`src/rtl/matrix_pkg.sv`:
```
// matrix_pkg: geometry constants, pixel/coordinate types and frame-store FSM states
package matrix_pkg;
  localparam int MTX_W = 16;
  localparam int MTX_H = 16;
  localparam int PIX_W = 2;
  localparam int NPIX = MTX_W * MTX_H;
  localparam int ADDR_W = $clog2(NPIX);
  typedef logic [3:0] coord_t;
  typedef logic [PIX_W-1:0] pix_t;
  typedef logic [ADDR_W-1:0] addr_t;
  typedef enum logic [1:0] {IDLE, CLEAR, SWAP_WAIT} fs_state_t;
endpackage

```
`src/rtl/pix_bank_16x16.sv`:
```
// pix_bank_16x16: 256 x 2-bit pixel bank, synchronous write, registered read (read-before-write)
module pix_bank_16x16
  import matrix_pkg::*;
(
  input  logic  clk,
  input  logic  rst_n,
  input  logic  we_i,
  input  addr_t waddr_i,
  input  pix_t  wdata_i,
  input  addr_t raddr_i,
  output pix_t  rdata_o
);
  pix_t [NPIX-1:0] mem_q;
  pix_t rdata_q;
  always_ff @(posedge clk or negedge rst_n) begin
    if (!rst_n) begin
      mem_q   <= '0;
      rdata_q <= '0;
    end else begin
      rdata_q <= mem_q[raddr_i];
      if (we_i) mem_q[waddr_i] <= wdata_i;
    end
  end
  assign rdata_o = rdata_q;
endmodule

```
`src/rtl/frame_store_16x16.sv`:
```
// frame_store_16x16: double-buffered 16x16 2-bit frame store with bulk clear and
// frame-synchronised bank swap.
module frame_store_16x16
  import matrix_pkg::*;
(
  input  logic   clk,
  input  logic   rst_n,
  input  logic   wr_valid,
  output logic   wr_ready,
  input  coord_t wr_x,
  input  coord_t wr_y,
  input  pix_t   wr_pix,
  input  logic   clr_req,
  input  pix_t   clr_pix,
  input  logic   swap_req,
  input  logic   frame_end,
  input  coord_t rd_x,
  input  coord_t rd_y,
  output pix_t   rd_pix,
  output logic   front_bank,
  output logic   swap_pending,
  output logic   busy
);
  fs_state_t state_q, state_d;
  logic front_q, front_d, pend_q, pend_d, rd_sel_q;
  addr_t cnt_q, cnt_d, waddr;
  pix_t clr_val_q, clr_val_d, wdata, rd0, rd1;
  logic we;
  always_ff @(posedge clk or negedge rst_n) begin
    if (!rst_n) begin
      state_q   <= IDLE;
      front_q   <= 1'b0;
      pend_q    <= 1'b0;
      cnt_q     <= '0;
      clr_val_q <= '0;
      rd_sel_q  <= 1'b0;
    end else begin
      state_q   <= state_d;
      front_q   <= front_d;
      pend_q    <= pend_d;
      cnt_q     <= cnt_d;
      clr_val_q <= clr_val_d;
      rd_sel_q  <= front_q;
    end
  end
  always_comb begin
    state_d   = state_q;
    front_d   = front_q;
    pend_d    = pend_q;
    cnt_d     = cnt_q;
    clr_val_d = clr_val_q;
    we        = 1'b0;
    waddr     = {wr_y, wr_x};
    wdata     = wr_pix;
    case (state_q)
      IDLE: begin
        we = wr_valid;
        if (clr_req) begin
          clr_val_d = clr_pix;
          cnt_d     = '0;
          pend_d    = swap_req;
          state_d   = CLEAR;
        end else if (swap_req) begin
          pend_d  = 1'b1;
          state_d = SWAP_WAIT;
        end
      end
      CLEAR: begin
        we     = 1'b1;
        waddr  = cnt_q;
        wdata  = clr_val_q;
        cnt_d  = cnt_q + 1'b1;
        pend_d = pend_q | swap_req;
        if (cnt_q == addr_t'(NPIX - 1)) state_d = pend_d ? SWAP_WAIT : IDLE;
      end
      SWAP_WAIT: begin
        if (frame_end) begin
          front_d = ~front_q;
          pend_d  = 1'b0;
          state_d = IDLE;
        end
      end
      default: state_d = IDLE;
    endcase
  end
  // the back bank is always the one not being displayed
  pix_bank_16x16 u_bank0 (
    .clk(clk), .rst_n(rst_n), .we_i(we & front_q), .waddr_i(waddr),
    .wdata_i(wdata), .raddr_i({rd_y, rd_x}), .rdata_o(rd0)
  );
  pix_bank_16x16 u_bank1 (
    .clk(clk), .rst_n(rst_n), .we_i(we & ~front_q), .waddr_i(waddr),
    .wdata_i(wdata), .raddr_i({rd_y, rd_x}), .rdata_o(rd1)
  );
  assign rd_pix       = rd_sel_q ? rd1 : rd0;
  assign front_bank   = front_q;
  assign swap_pending = pend_q;
  assign wr_ready     = state_q == IDLE;
  assign busy         = state_q != IDLE;
endmodule

```
`config.mk`:
```
export PLATFORM = sky130hd
export DESIGN_NAME = frame_store_16x16
export DESIGN_NICKNAME = d
export VERILOG_FILES = /design/src/rtl/matrix_pkg.sv /design/src/rtl/pix_bank_16x16.sv /design/src/rtl/frame_store_16x16.sv
export SDC_FILE = /design/constraint.sdc
export NUM_CORES = 2
export LEC_CHECK = 0
export CAP_MARGIN = 25
export CORE_AREA = 2 2 223 444
export DETAILED_ROUTE_END_ITERATION = 16
export DIE_AREA = 0 0 225 446
export PLACE_DENSITY_LB_ADDON = 0.15
export SETUP_SLACK_MARGIN = 0.1
export SYNTH_ARGS = -nofsm -noshare
export SYNTH_HDL_FRONTEND = slang
export SYNTH_SLANG_ARGS = --single-unit
```
`constraint.sdc`:
```
create_clock -name clk -period 3.4 [get_ports clk]
set_input_delay 0.51 -clock clk [delete_from_list [all_inputs] [get_ports clk]]
set_output_delay 0.51 -clock clk [all_outputs]
set_load 0.1 [all_outputs]
```
Word level (Yosys, flattened, before mapping)
Cells that the tools add are included.
{"block": "word_totals", "output_inout_bits": 6, "register_bits": 1043, "elab_cells": 569}
{"block": "classes", "n_bitwise": 4, "muxes": 24, "n_lt_le_gt_ge": 3, "add_sub_neg": 1, "n_eq_ne": 7, "n_reduce_logical": 10}
{"operator": "512-bit bitwise mux", "n": 2}
{"operator": "2-bit binary-select mux with 8-bit select", "n": 2}
{"operator": "2-bit two-way mux", "n": 10}
{"operator": "8-bit by 9-bit < comparator with 1-bit output, second input constant", "n": 2}
{"operator": "2-bit demux with 8-bit select", "n": 1}
{"operator": "8-bit two-way mux", "n": 2}
{"operator": "8-bit case mux with 2 select lines", "n": 1}
{"operator": "8-bit by 1-bit adder with 8-bit output, second input constant", "n": 1}
{"operator": "8-bit == test, second input constant", "n": 1}
{"operator": "8-bit by 1-bit greater-or-equal comparator with 1-bit output, second input constant", "n": 1}
{"operator": "2-bit case mux with 3 select lines", "n": 1}
{"operator": "2-bit AND reduction", "n": 3}
{"operator": "3-bit AND reduction", "n": 2}
{"operator": "2-bit inequality test, second input constant", "n": 2}
{"operator": "2-bit nonzero test", "n": 2}
{"operator": "1-bit two-way mux", "n": 3}
{"operator": "3-bit by 1-bit inequality test with 1-bit output, second input constant", "n": 1}
{"operator": "1-bit case mux with 3 select lines", "n": 1}
{"operator": "3-bit nonzero test", "n": 1}
{"operator": "1-bit AND", "n": 2}
{"operator": "2-bit by 1-bit == test with 1-bit output, second input constant", "n": 1}
{"operator": "2-bit == test, second input constant", "n": 1}
{"operator": "2-bit zero test", "n": 1}
{"operator": "2-bit by 1-bit inequality test with 1-bit output, second input constant", "n": 1}
{"operator": "4 further kinds", "n": 4}

Longest topological paths before layout
{"block": "depth", "word_depth": 7, "mapped_depth": 12}

Hierarchy
Synthesis repeated with hierarchy kept, for this count alone.
{"block": "hier_totals", "cells_unflattened": 3866, "area_unflattened_um2": 51144.1}
{"mod": "pix_bank_16x16", "area_per_inst_um2": 25067.8, "cells_per_inst": 1884, "seq_area_each_um2": 12862.3, "n_inst": 2}
{"mod": "frame_store_16x16", "area_per_inst_um2": 1008.5, "cells_per_inst": 98, "seq_area_each_um2": 375.4, "n_inst": 1}

Worst setup path after synthesis
Ideal clock, no wire load.
{"block": "synth_path", "path_kind": "reg2reg", "startpoint": "reg state_q[0]", "endpoint": "reg u_bank0.mem_q[497] (netlist bit)", "setup_slack_ps": 431, "setup_ps": 135, "arrival_ps": 2834, "stages_incl_launch_ff": 11, "cell_sequence": "dfrtp_1 -> inv_1 -> ha_1 -> a21oi_1 -> nand2b_1 -> nand2b_1 -> nor2_1 -> clkbuf_1 -> nand2_1 -> nand2_1 -> o21ai_0"}
{"element": "from (decl)", "line": "frame_store_16x16.sv:24", "source": "fs_state_t state_q, state_d;"}
{"element": "from (signal assigned)", "line": "frame_store_16x16.sv:38", "source": "state_q <= state_d;"}
{"element": "2-bit zero test"}
{"element": "net wr_ready", "line": "frame_store_16x16.sv:9", "source": "output logic wr_ready,"}
{"element": "1-bit case mux with 2 select lines", "line": "frame_store_16x16.sv:55", "source": "case (state_q)"}
{"element": "1-bit AND", "line": "frame_store_16x16.sv:88", "source": ".clk(clk), .rst_n(rst_n), .we_i(we & front_q), .waddr_i(waddr),"}
{"element": "to (signal, indexed assignment)", "line": "pix_bank_16x16.sv:21", "source": "if (we_i) mem_q[waddr_i] <= wdata_i;"}
{"element": "to (decl)", "line": "pix_bank_16x16.sv:13", "source": "pix_t [NPIX-1:0] mem_q;"}
The timed path passes the listed nets, and every way through them passes these cells.
A chain may end at the register's enable or synchronous reset.

Worst setup path after layout
{"block": "layout_path", "startpoint": "reg state_q[1]", "endpoint": "reg u_bank0.mem_q[90] (netlist bit)"}
{"block": "layout_between", "elab_chain_cells": 7}
{"element": "2-bit by 1-bit == test with 1-bit output", "line": "frame_store_16x16.sv:55"}
{"element": "8-bit two-way mux", "line": "frame_store_16x16.sv:55"}
{"element": "8-bit by 9-bit < comparator with 1-bit output (not written as such) / 8-bit by 1-bit greater-or-equal comparator with 1-bit output (equally long branches)", "line": "pix_bank_16x16.sv:21"}
{"element": "1-bit logical AND (not written as such)", "line": "pix_bank_16x16.sv:21"}
{"element": "2-bit two-way mux (not written as such)", "line": "pix_bank_16x16.sv:21"}
{"element": "2-bit demux with 8-bit select"}
{"element": "512-bit bitwise mux", "line": "pix_bank_16x16.sv:21"}
Parallel ways exist; a longest one is shown, timed or not.

==> qor.yml <==
global_route:
  first_pass_grt_wire_length_um: 226000
  grt_pass1_vias: 37500
  track_usage_pct: 30.2
  number_of_antenna_violations_at_the_first_check_in_global_routing: 3
  globalRoute.totalOverflow: 0
  maximum_number_of_pins_on_one_net_before_global_route_repair: 98
timing:
  period_minus_slack_ps: 3000
  unrepaired_setup_endpoints_after_global_routing: "false"
  final.period_utilization_pct: 88.2
  hold_viol_final: 0
  finalSetupViolations: 0
  timing_worst_slew_pin_value_ps: 981
  timing.slew.headroom_pct: 34.4
  clock.fmax_mhz: 334
  finClkSkew_ps: 17.8
  setup-tns-final_ps: 0
  slew_violations: 0
clock_network:
  cts-htree-levels: 3
  cts_inserted_buffers: 93
  worstSkewPairLatency_ps: 700
  cts.clk_slew.worst_paths_ps: 60
  clockRootBuffer: "clkbuf_16"
  clock-sinks: 1043
  tritoncts: "built"
  cts.path.max_buffers: 3
  cts.repair_timing.setup_buffer_count: 0
power:
  powerDensity_mw_per_mm2: 609
  pwr-share-comb_pct: 20.1
  net-switching-power_w: 0.0101
  share_seq_of_total_power_pct: 45.9
  power_report.internal_total_w: 0.0224
  power.switching_fraction_pct: 31.0
  irDropWorstVdd_mv: 0.372
  power.share.clock_pct: 34.0
  total_leakage_power_nw: 23.4
placed_design:
  place_congestion: 0.856
  placed_area_mm2: 0.0503
  place_hpwl_um: 99300
  numPlacedInstances: 5915
  numPortBuffers: 31
layout:
  post_layout_nonfiller_instances: 6082
  multi_input_comb_area_mm2: 0.0199
  post-route-cell-area_mm2: 0.0534
  layout.nets: 4812
  synthToLayoutAreaGrowth_pct: 13.2
  final_core_utilization_pct: 55.0
  regArea_mm2: 0.0261
  fill_cells: 8571
  layout-drive-gt1-share_pct: 13.0
worst_setup_path:
  kind_of_critical_path: "register to register"
  critical_path.cell_chain: "inv_1 -> ha_2 -> nand2_1 -> o21ai_0 -> nand2_1 -> nor2_1 -> nor2_1 -> a21oi_1"
  endpoint_kind: "register"
  worst_ep_required_time_ps: 4000
  cp_slowest_cell: "o21ai_0"
  cp_slowest_stage_delay_ps: 680
  path_delay_family: "simple AND/OR/NAND/NOR gates"
  cp_max_fo: 16
  cp_num_buf_inv: 1
  critPathLaunchType: "register"
  arrival_time_of_data_at_the_critical_path_endpoint_ps: 3600
drt:
  detail_route.wirelength_um: 147000
  drt_via_density: 5.88
  detail_route.iter0.violations: 2625
  post-route-drc-count: 0
  drt.antenna.violating_nets: 0
  vias: 35800
  routed_wire_length_per_instance_um: 24.2
  detail_route.first_pass.iterations: 5
logic_synthesis:
  synth-warning-count: 0
  synth-async-reset-ratio_pct: 100
  most_frequently_used_flop_master_after_synthesis: "dfrtp_1"
  synth_cell_types: 53
  avgSynthCellArea_um2: 10.0
  synth-edff-count: 0
  seq_area_frac_synth_pct: 55.3
  netlist_instances: 4720
  synthesized_cell_area_mm2: 0.0472
  syn_nets: 4751
  ys_ff_latch: 1043
floorplan:
  die-area_mm2: 0.100
  core_area_mm2: 0.0971
  ios: 32
  fp-row-count: 162
  floorplan.initialDensity_pct: 48.6
  die_width_um: 225
  floorplan.die.height_um: 446
status:
  status: "finished, final reports clean"
run:
  max_cap_violations: 0
hold_path:
  timing.hold.worst.class: "primary input to async pin"
[placed cells by master (no fill, tap or decap), types with 4 or more instances in the layout]
cell / instances
a21oi_1: 503
mux2_2: 8
a32oi_1: 7
or3_1: 5
nor2_2: 16
dfrtp_1: 1043
o21ai_0: 577
buf_2: 4
clkbuf_16: 95
ha_1: 4
nor3_1: 31
clkbuf_8: 26
o22ai_1: 33
nand2_1: 935
nor4_1: 5
a22oi_1: 16
clkbuf_1: 20
buf_4: 166
buf_12: 58
mux2i_1: 121
nand3_1: 16
o32a_1: 5
or2_2: 4
nor2b_1: 9
o32ai_1: 6
xor2_1: 5
o21a_1: 4
a211oi_1: 4
inv_1: 8
a32o_1: 4
a221oi_1: 4
clkdlybuf4s50_1: 20
nor2_1: 746
nand2b_1: 15
clkinv_2: 13
mux4_2: 220
o221ai_1: 38
bufinv_16: 8
[sequential cells by signal (all words and copies together), names as in the netlist]
name             flops
u_bank0.mem_q      512
u_bank1.mem_q      512
front_bank           1
u_bank0.rdata_o      2
state_q              2
clr_val_q            2
cnt_q                8
swap_pending         1
rd_sel_q             1
u_bank1.rdata_o      2
[synthesized netlist by cell type, types with 3 or more instances]
| master | number | share of area [%] |
|---|---|---|
| dfrtp_1 | 1043 | 55 |
| mux2_2 | 8 | 0.19 |
| a221oi_1 | 4 | 0.074 |
| nor2b_1 | 9 | 0.12 |
| o22ai_1 | 33 | 0.44 |
| o221ai_1 | 38 | 0.71 |
| nand3_1 | 16 | 0.17 |
| a22oi_1 | 16 | 0.25 |
| mux2i_1 | 123 | 2.6 |
| buf_6 | 5 | 0.12 |
| and2_1 | 3 | 0.040 |
| a32oi_1 | 7 | 0.13 |
| nand4_1 | 3 | 0.040 |
| nor3_1 | 31 | 0.33 |
| nand2b_1 | 16 | 0.21 |
| o21ai_1 | 3 | 0.032 |
| ha_1 | 5 | 0.13 |
| buf_1 | 14 | 0.11 |
| nand2_1 | 936 | 7.4 |
| a32o_1 | 4 | 0.085 |
| o32a_1 | 5 | 0.11 |
| xor2_1 | 5 | 0.093 |
| o32ai_1 | 6 | 0.11 |
| a21oi_1 | 503 | 5.3 |
| mux4_2 | 220 | 10 |
| buf_4 | 9 | 0.14 |
| or2_2 | 4 | 0.053 |
| o21ai_0 | 577 | 6.1 |
| nor4_1 | 5 | 0.066 |
| a211oi_1 | 4 | 0.064 |
| inv_1 | 9 | 0.072 |
| buf_2 | 44 | 0.47 |
| o21a_1 | 4 | 0.064 |
| clkbuf_1 | 214 | 1.7 |
| nor2_1 | 762 | 6.1 |
| or3_1 | 5 | 0.066 |
[logic make-up after synthesis]
family | Yosys count | synth area share [%]
flip-flops | 1043 | 55.3
AND/OR/NAND/NOR | 1795 | 14.7
multiplexers | 351 | 13.3
XOR/XNOR | 6 | 0.111
adder cells (fa/ha/maj) | 5 | 0.133
buffers and inverters | 296 | 2.62
AO/OA/AOI/OAI | 1224 | 13.9
[cell type report]
cell class / instances / share of cell area, %
Inverter: 10 / 0.0726
Sequential cell: 1043 / 48.8
Tap cell: 1230 / 2.88
Antenna cell: 1 / 0.00468
Clock buffer: 141 / 5.26
Multi-Input combinational cell: 3381 / 37.3
Timing Repair Buffer: 252 / 5.02
Clock inverter: 24 / 0.620
[final timing paths]
check,from,endpoint,slack [ps],depth (start not counted)
worst min-delay path,rst_n,u_bank1.mem_q[194],430,2
min in group clk,clr_pix[0],clr_val_q[0],430,2
worst min register to register,u_bank0.mem_q[438],u_bank0.mem_q[438],480,2
worst max register to register,state_q[1],u_bank0.mem_q[90],400,8
worst max-delay path,state_q[1],u_bank0.mem_q[90],400,8
max in group asynchronous,rst_n,u_bank0.mem_q[12],1910,4
[stage by stage]
stage	hold WS (ps)	worst slack, ps	power [W]
after floorplan	214	431	0.0187
after CTS	400	541	0.0327
final	426	403	0.0325
after detailed placement	465	113	0.0217
after global routing	437	129	0.0339
after global placement	456	123	0.0215
[power groups by stage]
| stage | logic [W] | registers (W) | clock network [W] |
|---|---|---|---|
| floorplan | 0.00391 | 0.0148 | 0 |
| global placement | 0.00644 | 0.0151 | 0 |
| detailed placement | 0.00655 | 0.0151 | 0 |
| CTS | 0.00656 | 0.0149 | 0.0112 |
| global route | 0.00710 | 0.0151 | 0.0117 |
| finish | 0.00654 | 0.0149 | 0.0111 |
[what timing repair did]
action / 4_1_cts / 5_1_grt
hold buffers: 1 / 0
resized for setup: 0 / 0
hold endpoints to repair: 37 / 0
[routing by layer]
layer  track usage [%]  share of wire, %  vias to the layer above  wire (µm)
li1                  -                 -                    16500          -
met1              34.0                36                    17800      53000
met2              54.4                53                      967      78000
met3              3.66               4.1                      417       6000
met4              18.5               6.9                        2      10200
met5                 0            0.0088                        -         13
Power figures use the tool's default switching activity.
